`src/rtl/cnn_seq_pkg.sv`:
```
// Shared types and default frame geometry for the CNN frame sequencer.
// The default row counts are also used by the board-level top.
package cnn_seq_pkg;

  typedef enum logic [1:0] {
    SEQ_IDLE = 2'd0,
    SEQ_FEED = 2'd1,
    SEQ_FULL = 2'd2
  } seq_state_e;

  localparam int DEF_IN_ROWS      = 28;
  localparam int DEF_OUT_ROWS     = 1;
  localparam int DEF_MAX_INFLIGHT = 2;
  localparam int DEF_CNT_BITS     = 16;

  // Width of a counter that runs 0 .. max-1 (at least one bit)
  function automatic int cnt_width(input int max);
    return (max > 1) ? $clog2(max) : 1;
  endfunction

endpackage

```
`src/rtl/frame_row_counter.sv`:
```
// Wrapping row counter: counts 0 .. MAX-1 on inc_i, then wraps to 0.
// term_o flags the final row position so the caller can close a frame.
module frame_row_counter
  import cnn_seq_pkg::*;
#(
  parameter  int MAX = DEF_IN_ROWS,
  localparam int W   = cnt_width(MAX)
) (
  input  logic         clock,
  input  logic         reset_n,
  input  logic         inc_i,
  output logic [W-1:0] count_o,
  output logic         term_o
);

  localparam logic [W-1:0] LAST = W'(MAX - 1);

  assign term_o = (count_o == LAST);

  // Advance on each increment, wrapping after the last row
  always_ff @(posedge clock or negedge reset_n) begin
    if (!reset_n) begin
      count_o <= '0;
    end else if (inc_i) begin
      count_o <= term_o ? '0 : count_o + 1'b1;
    end
  end

endmodule

```
`src/rtl/cnn_frame_sequencer.sv`:
```
// Frame-level controller between the row parallelizer and cnn_top.
// Gates input rows, marks the last row of each frame, snoops the result
// handshake to retire frames, bounds frames in flight and flags result
// framing errors.
// Optional build macro FRAME_SEQ_STATS_EN adds saturating stall/busy
// cycle counters as extra output ports.
module cnn_frame_sequencer
  import cnn_seq_pkg::*;
#(
  parameter  int IN_ROWS      = DEF_IN_ROWS,
  parameter  int OUT_ROWS     = DEF_OUT_ROWS,
  parameter  int MAX_INFLIGHT = DEF_MAX_INFLIGHT,
  parameter  int CNT_BITS     = DEF_CNT_BITS,
  localparam int IW           = $clog2(MAX_INFLIGHT + 1)
) (
  input  logic                clock,
  input  logic                reset_n,
  input  logic                enable_i,
  input  logic                err_clr_i,
  input  logic                src_row_valid_i,
  output logic                src_row_accept_o,
  output logic                cnn_row_valid_o,
  input  logic                cnn_row_accept_i,
  output logic                cnn_row_last_o,
  input  logic                res_row_valid_i,
  input  logic                res_row_accept_i,
  input  logic                res_row_last_i,
  output logic                busy_o,
  output logic [IW-1:0]       inflight_o,
  output logic [CNT_BITS-1:0] frames_done_o,
  output logic                err_o
`ifdef FRAME_SEQ_STATS_EN
  ,
  output logic [CNT_BITS-1:0] stall_cycles_o,
  output logic [CNT_BITS-1:0] busy_cycles_o
`endif
);

  localparam logic [IW-1:0] MAX_IF = IW'(MAX_INFLIGHT);
  localparam int            IN_W   = cnt_width(IN_ROWS);
  localparam int            OUT_W  = cnt_width(OUT_ROWS);

  seq_state_e state, state_nxt;

  logic             gate;
  logic             in_xfer;
  logic             res_xfer;
  logic             in_term;
  logic             out_term;
  logic             out_inc;
  logic             underflow;
  logic             commit;
  logic             retire;
  logic             frame_err;
  logic [IW-1:0]    inflight_nxt;
  logic [IN_W-1:0]  in_cnt;
  logic [OUT_W-1:0] out_cnt;

  // Rows only flow while a frame is open, or when a new one may start
  assign gate = (state == SEQ_FEED) ||
                ((state == SEQ_IDLE) && enable_i && (inflight_o < MAX_IF));

  assign cnn_row_valid_o  = src_row_valid_i & gate;
  assign src_row_accept_o = cnn_row_accept_i & gate;
  assign in_xfer          = cnn_row_valid_o & cnn_row_accept_i;
  assign cnn_row_last_o   = gate & in_term;

  // A result with nothing in flight is an error and must not move counters
  assign res_xfer  = res_row_valid_i & res_row_accept_i;
  assign underflow = (inflight_o == '0);
  assign out_inc   = res_xfer & ~underflow;
  assign commit    = in_xfer & in_term;
  assign retire    = out_inc & out_term;
  assign frame_err = res_xfer & ((res_row_last_i != out_term) | underflow);

  assign busy_o = (state != SEQ_IDLE) || (inflight_o != '0);

  frame_row_counter #(.MAX(IN_ROWS)) u_in_cnt (
    .clock   (clock),
    .reset_n (reset_n),
    .inc_i   (in_xfer),
    .count_o (in_cnt),
    .term_o  (in_term)
  );

  frame_row_counter #(.MAX(OUT_ROWS)) u_out_cnt (
    .clock   (clock),
    .reset_n (reset_n),
    .inc_i   (out_inc),
    .count_o (out_cnt),
    .term_o  (out_term)
  );

  // Next in-flight count: commit and retire in one cycle cancel out
  always_comb begin
    inflight_nxt = inflight_o;
    case ({commit, retire})
      2'b10:   inflight_nxt = inflight_o + 1'b1;
      2'b01:   inflight_nxt = inflight_o - 1'b1;
      default: inflight_nxt = inflight_o;
    endcase
  end

  // Frame FSM next state: a last-row transfer closes the frame from any state
  always_comb begin
    state_nxt = state;
    if (commit) begin
      state_nxt = (inflight_nxt == MAX_IF) ? SEQ_FULL : SEQ_IDLE;
    end else begin
      case (state)
        SEQ_IDLE: if (in_xfer) state_nxt = SEQ_FEED;
        SEQ_FEED: state_nxt = SEQ_FEED;
        SEQ_FULL: if (inflight_o < MAX_IF) state_nxt = SEQ_IDLE;
        default:  state_nxt = SEQ_IDLE;
      endcase
    end
  end

  // FSM state register
  always_ff @(posedge clock or negedge reset_n) begin
    if (!reset_n) state <= SEQ_IDLE;
    else          state <= state_nxt;
  end

  // Frame accounting: in-flight count and wrapping retired-frame count
  always_ff @(posedge clock or negedge reset_n) begin
    if (!reset_n) begin
      inflight_o    <= '0;
      frames_done_o <= '0;
    end else begin
      inflight_o <= inflight_nxt;
      if (retire) frames_done_o <= frames_done_o + 1'b1;
    end
  end

  // Sticky framing error; a fresh error outranks a clear in the same cycle
  always_ff @(posedge clock or negedge reset_n) begin
    if (!reset_n)       err_o <= 1'b0;
    else if (frame_err) err_o <= 1'b1;
    else if (err_clr_i) err_o <= 1'b0;
  end

`ifdef FRAME_SEQ_STATS_EN
  logic stall_now;
  assign stall_now = src_row_valid_i & ~src_row_accept_o;

  // Saturating statistics counters
  always_ff @(posedge clock or negedge reset_n) begin
    if (!reset_n) begin
      stall_cycles_o <= '0;
      busy_cycles_o  <= '0;
    end else begin
      if (stall_now && (stall_cycles_o != '1)) stall_cycles_o <= stall_cycles_o + 1'b1;
      if (busy_o && (busy_cycles_o != '1))     busy_cycles_o  <= busy_cycles_o + 1'b1;
    end
  end
`endif

endmodule

```
`config.mk`:
```
export PLATFORM = sky130hd
export DESIGN_NAME = cnn_frame_sequencer
export DESIGN_NICKNAME = d
export VERILOG_FILES = /design/src/rtl/cnn_seq_pkg.sv /design/src/rtl/frame_row_counter.sv /design/src/rtl/cnn_frame_sequencer.sv
export SDC_FILE = /design/constraint.sdc
export NUM_CORES = 1
export LEC_CHECK = 0
export CAP_MARGIN = 20
export CORE_AREA = 8 8 62 64
export DETAILED_ROUTE_END_ITERATION = 7
export DIE_AREA = 0 0 70 72
export PLACE_DENSITY = 0.8
export SLEW_MARGIN = 20
export SYNTH_ARGS = -nofsm -noshare
export SYNTH_HDL_FRONTEND = slang
export SYNTH_HIERARCHICAL = 1
export SYNTH_SLANG_ARGS = --single-unit
```
`constraint.sdc`:
```
create_clock -name clock -period 2.1 [get_ports clock]
set_input_delay 0.42 -clock clock [delete_from_list [all_inputs] [get_ports clock]]
set_output_delay 0.42 -clock clock [all_outputs]
set_load 0.1 [all_outputs]
```
==> results.sh <==
export IMPL_num_fill_cells=249
export IMPL_finalSetupViolCount=0
export IMPL_wl_per_cell_um=13.41
export IMPL_internal_power_mw=0.8984
export IMPL_powerDensity_mw_per_mm2=755.7
export IMPL_holdWs_ns=0.4489
export IMPL_cts_tree="yes"
export IMPL_areaGrowthSynthToFinish_pct=33.77
export IMPL_cts_root_buf="clkbuf_4"
export IMPL_grt_overflow_total=0
export IMPL_r2r_cells=9
export IMPL_postRouteAntennaNets=0
export IMPL_hp_class="in -> async"
export IMPL_io_buffers=31
export IMPL_dp_cells=187
export IMPL_synthCells=122
export IMPL_fin_nets=175
export IMPL_switching_share_pct=33.74
export IMPL_die_w_um=70
export IMPL_fin_cells=195
export IMPL_required_ns=1.68
export IMPL_cts_sinks=26
export IMPL_skew_ns=0.001735
export IMPL_clk_path_buf_depth=2
export IMPL_r2r_slack_ns=0.17
export IMPL_crit_type="reg -> out"
export IMPL_finalMaxSlewViolations=0
export IMPL_grt_pass1_wl_um=4457
export IMPL_fp_coreArea_mm2=0.002903
export IMPL_firstDrtPassIters=4
export IMPL_dieArea_mm2=0.005040
export IMPL_num_rows=20
export IMPL_first_iter_violations=19
export IMPL_critPathLaunchType="register"
export IMPL_ys_warn_count=6
export IMPL_htreeDepth=1
export IMPL_hold_viol_final=0
export IMPL_max_cap_violations=0
export IMPL_place_ws_ns=-0.09032
export IMPL_antenna_found_initial=0
export IMPL_worst_slack_ns=0.09639
export IMPL_drc=0
export IMPL_num_antenna_cells=0
export IMPL_crit_path_end_kind="primary output"
export IMPL_drive_above_1_share_pct=35.19
export IMPL_track_usage_pct=10.44
export IMPL_dpl_hpwl_um=1999
export IMPL_syn_area_per_cell_um2=10.99
export IMPL_syn_nets=134
export IMPL_arrival_ns=1.58
export IMPL_layout_min_cycle_time_ns=2.004
export IMPL_power_switching_mw=0.4574
export IMPL_combPwrFrac_pct=29.0
export IMPL_final_area_mm2=0.001794
export IMPL_leakagePower_nw=0.8919
export IMPL_die_h_um=72
export IMPL_place_congestion=0.7337
export IMPL_crit_fanout=4
export IMPL_fin_util_pct=61.81
export IMPL_clock_latency_ns=0.31
export IMPL_grt_pass1_vias=1043
export IMPL_power_frac_clock_pct=24.5
export IMPL_placed_cell_area_mm2=0.001709
export IMPL_status="finished clean"
export IMPL_start_util_pct=46.21
export IMPL_seqPwrFrac_pct=46.5
export IMPL_numCtsBuffers=3
export IMPL_clock_fmax_ghz=0.4991
export IMPL_cts_reportedPaths_clkPinSlew_ns=0.13
export IMPL_via_per_inst=5.215
export IMPL_vias=1017
export IMPL_finalCritPeriodShare_pct=95.41
export IMPL_ios=32
export IMPL_wirelength_um=2614
export IMPL_syn_cell_area_mm2=0.001341
export IMPL_grt_max_degree=27
export IMPL_peakVddDrop_uv=730.2
[power groups by stage]
stage | clock network [mW] | registers [mW] | logic (mW)
after floorplan | 0 | 0.741 | 0.165
after global placement | 0 | 0.639 | 0.358
after detailed placement | 0 | 0.644 | 0.368
after CTS | 0.345 | 0.634 | 0.369
after global routing | 0.361 | 0.644 | 0.423
final | 0.332 | 0.630 | 0.394
[worst max-delay path: stages (launching register included)]
cell	delay, ns
dfrtp_4	0.51
nand2b_1	0.16
a21oi_2	0.14
buf_4	0.14
and2_2	0.16
buf_12	0.17
[worst paths after layout]
kind / end / startpoint
setup reg to reg: state[1]$_DFFE_PN0P_ / u_in_cnt/count_o[1]$_DFFE_PN0P_
min in group clock: state[1]$_DFFE_PN0P_ / state[0]$_DFFE_PN0P_
hold reg to reg: state[1]$_DFFE_PN0P_ / state[0]$_DFFE_PN0P_
hold / removal: frames_done_o[11]$_DFFE_PN0P_ / reset_n
max in group asynchronous: inflight_o[1]$_DFF_PN0_ / reset_n
setup / recovery: cnn_row_last_o / inflight_o[1]$_DFF_PN0_
[metal layers]
metal | vias to the layer above | GRT usage, % | part of all wire [%]
met5 | - | 0 | 0
met4 | 0 | 4.241 | 0.92
met2 | 24 | 17.66 | 48
met1 | 489 | 12.04 | 47
met3 | 2 | 3.138 | 4.8
li1 | 502 | - | -
[what timing repair did]
action / CTS / global route
hold buffers: 0 / 0
gates resized for setup: 0 / 1
endpoints found under the hold margin: 0 / 0
buffers inserted: 0 / 4
endpoints found under the setup margin: 0 / 4
[state kept, by name (all words and copies together) (netlist names)]
signal / flops
err_o: 1
u_in_cnt/count_o: 5
inflight_o: 2
state: 2
frames_done_o: 16
[layout make-up]
class | instances | area [µm²] | area share [%]
clock inverter | 1 | 30.03 | 1.674
inverter | 7 | 26.28 | 1.464
multi-input combinational | 85 | 648.1 | 36.12
clock buffer | 3 | 22.52 | 1.255
timing repair buffer | 40 | 370.4 | 20.64
sequential | 26 | 655.6 | 36.54
tap | 33 | 41.29 | 2.301
[through the flow]
stage	power, mW	TNS, ns
3_3_place_gp	0.9965	0
4_1_cts	1.348	0
3_5_place_dp	1.012	-0.09032
5_1_grt	1.429	-0.008341
6_report	1.356	0
2_1_floorplan	0.9060	0
[cells in the final DEF (no fill, tap or decap), types with 3 or more instances in the layout]
master            n
nor2_1            7
xnor2_1          11
dfrtp_1          24
nand2_1           9
and3_1            3
nand4_2           3
clkdlybuf4s50_1   8
buf_12            4
buf_4            28
nand3_1           5
inv_1             7
xor2_1            8
clkbuf_4          3
nand4_1           3
Power figures use the tool's default switching activity.
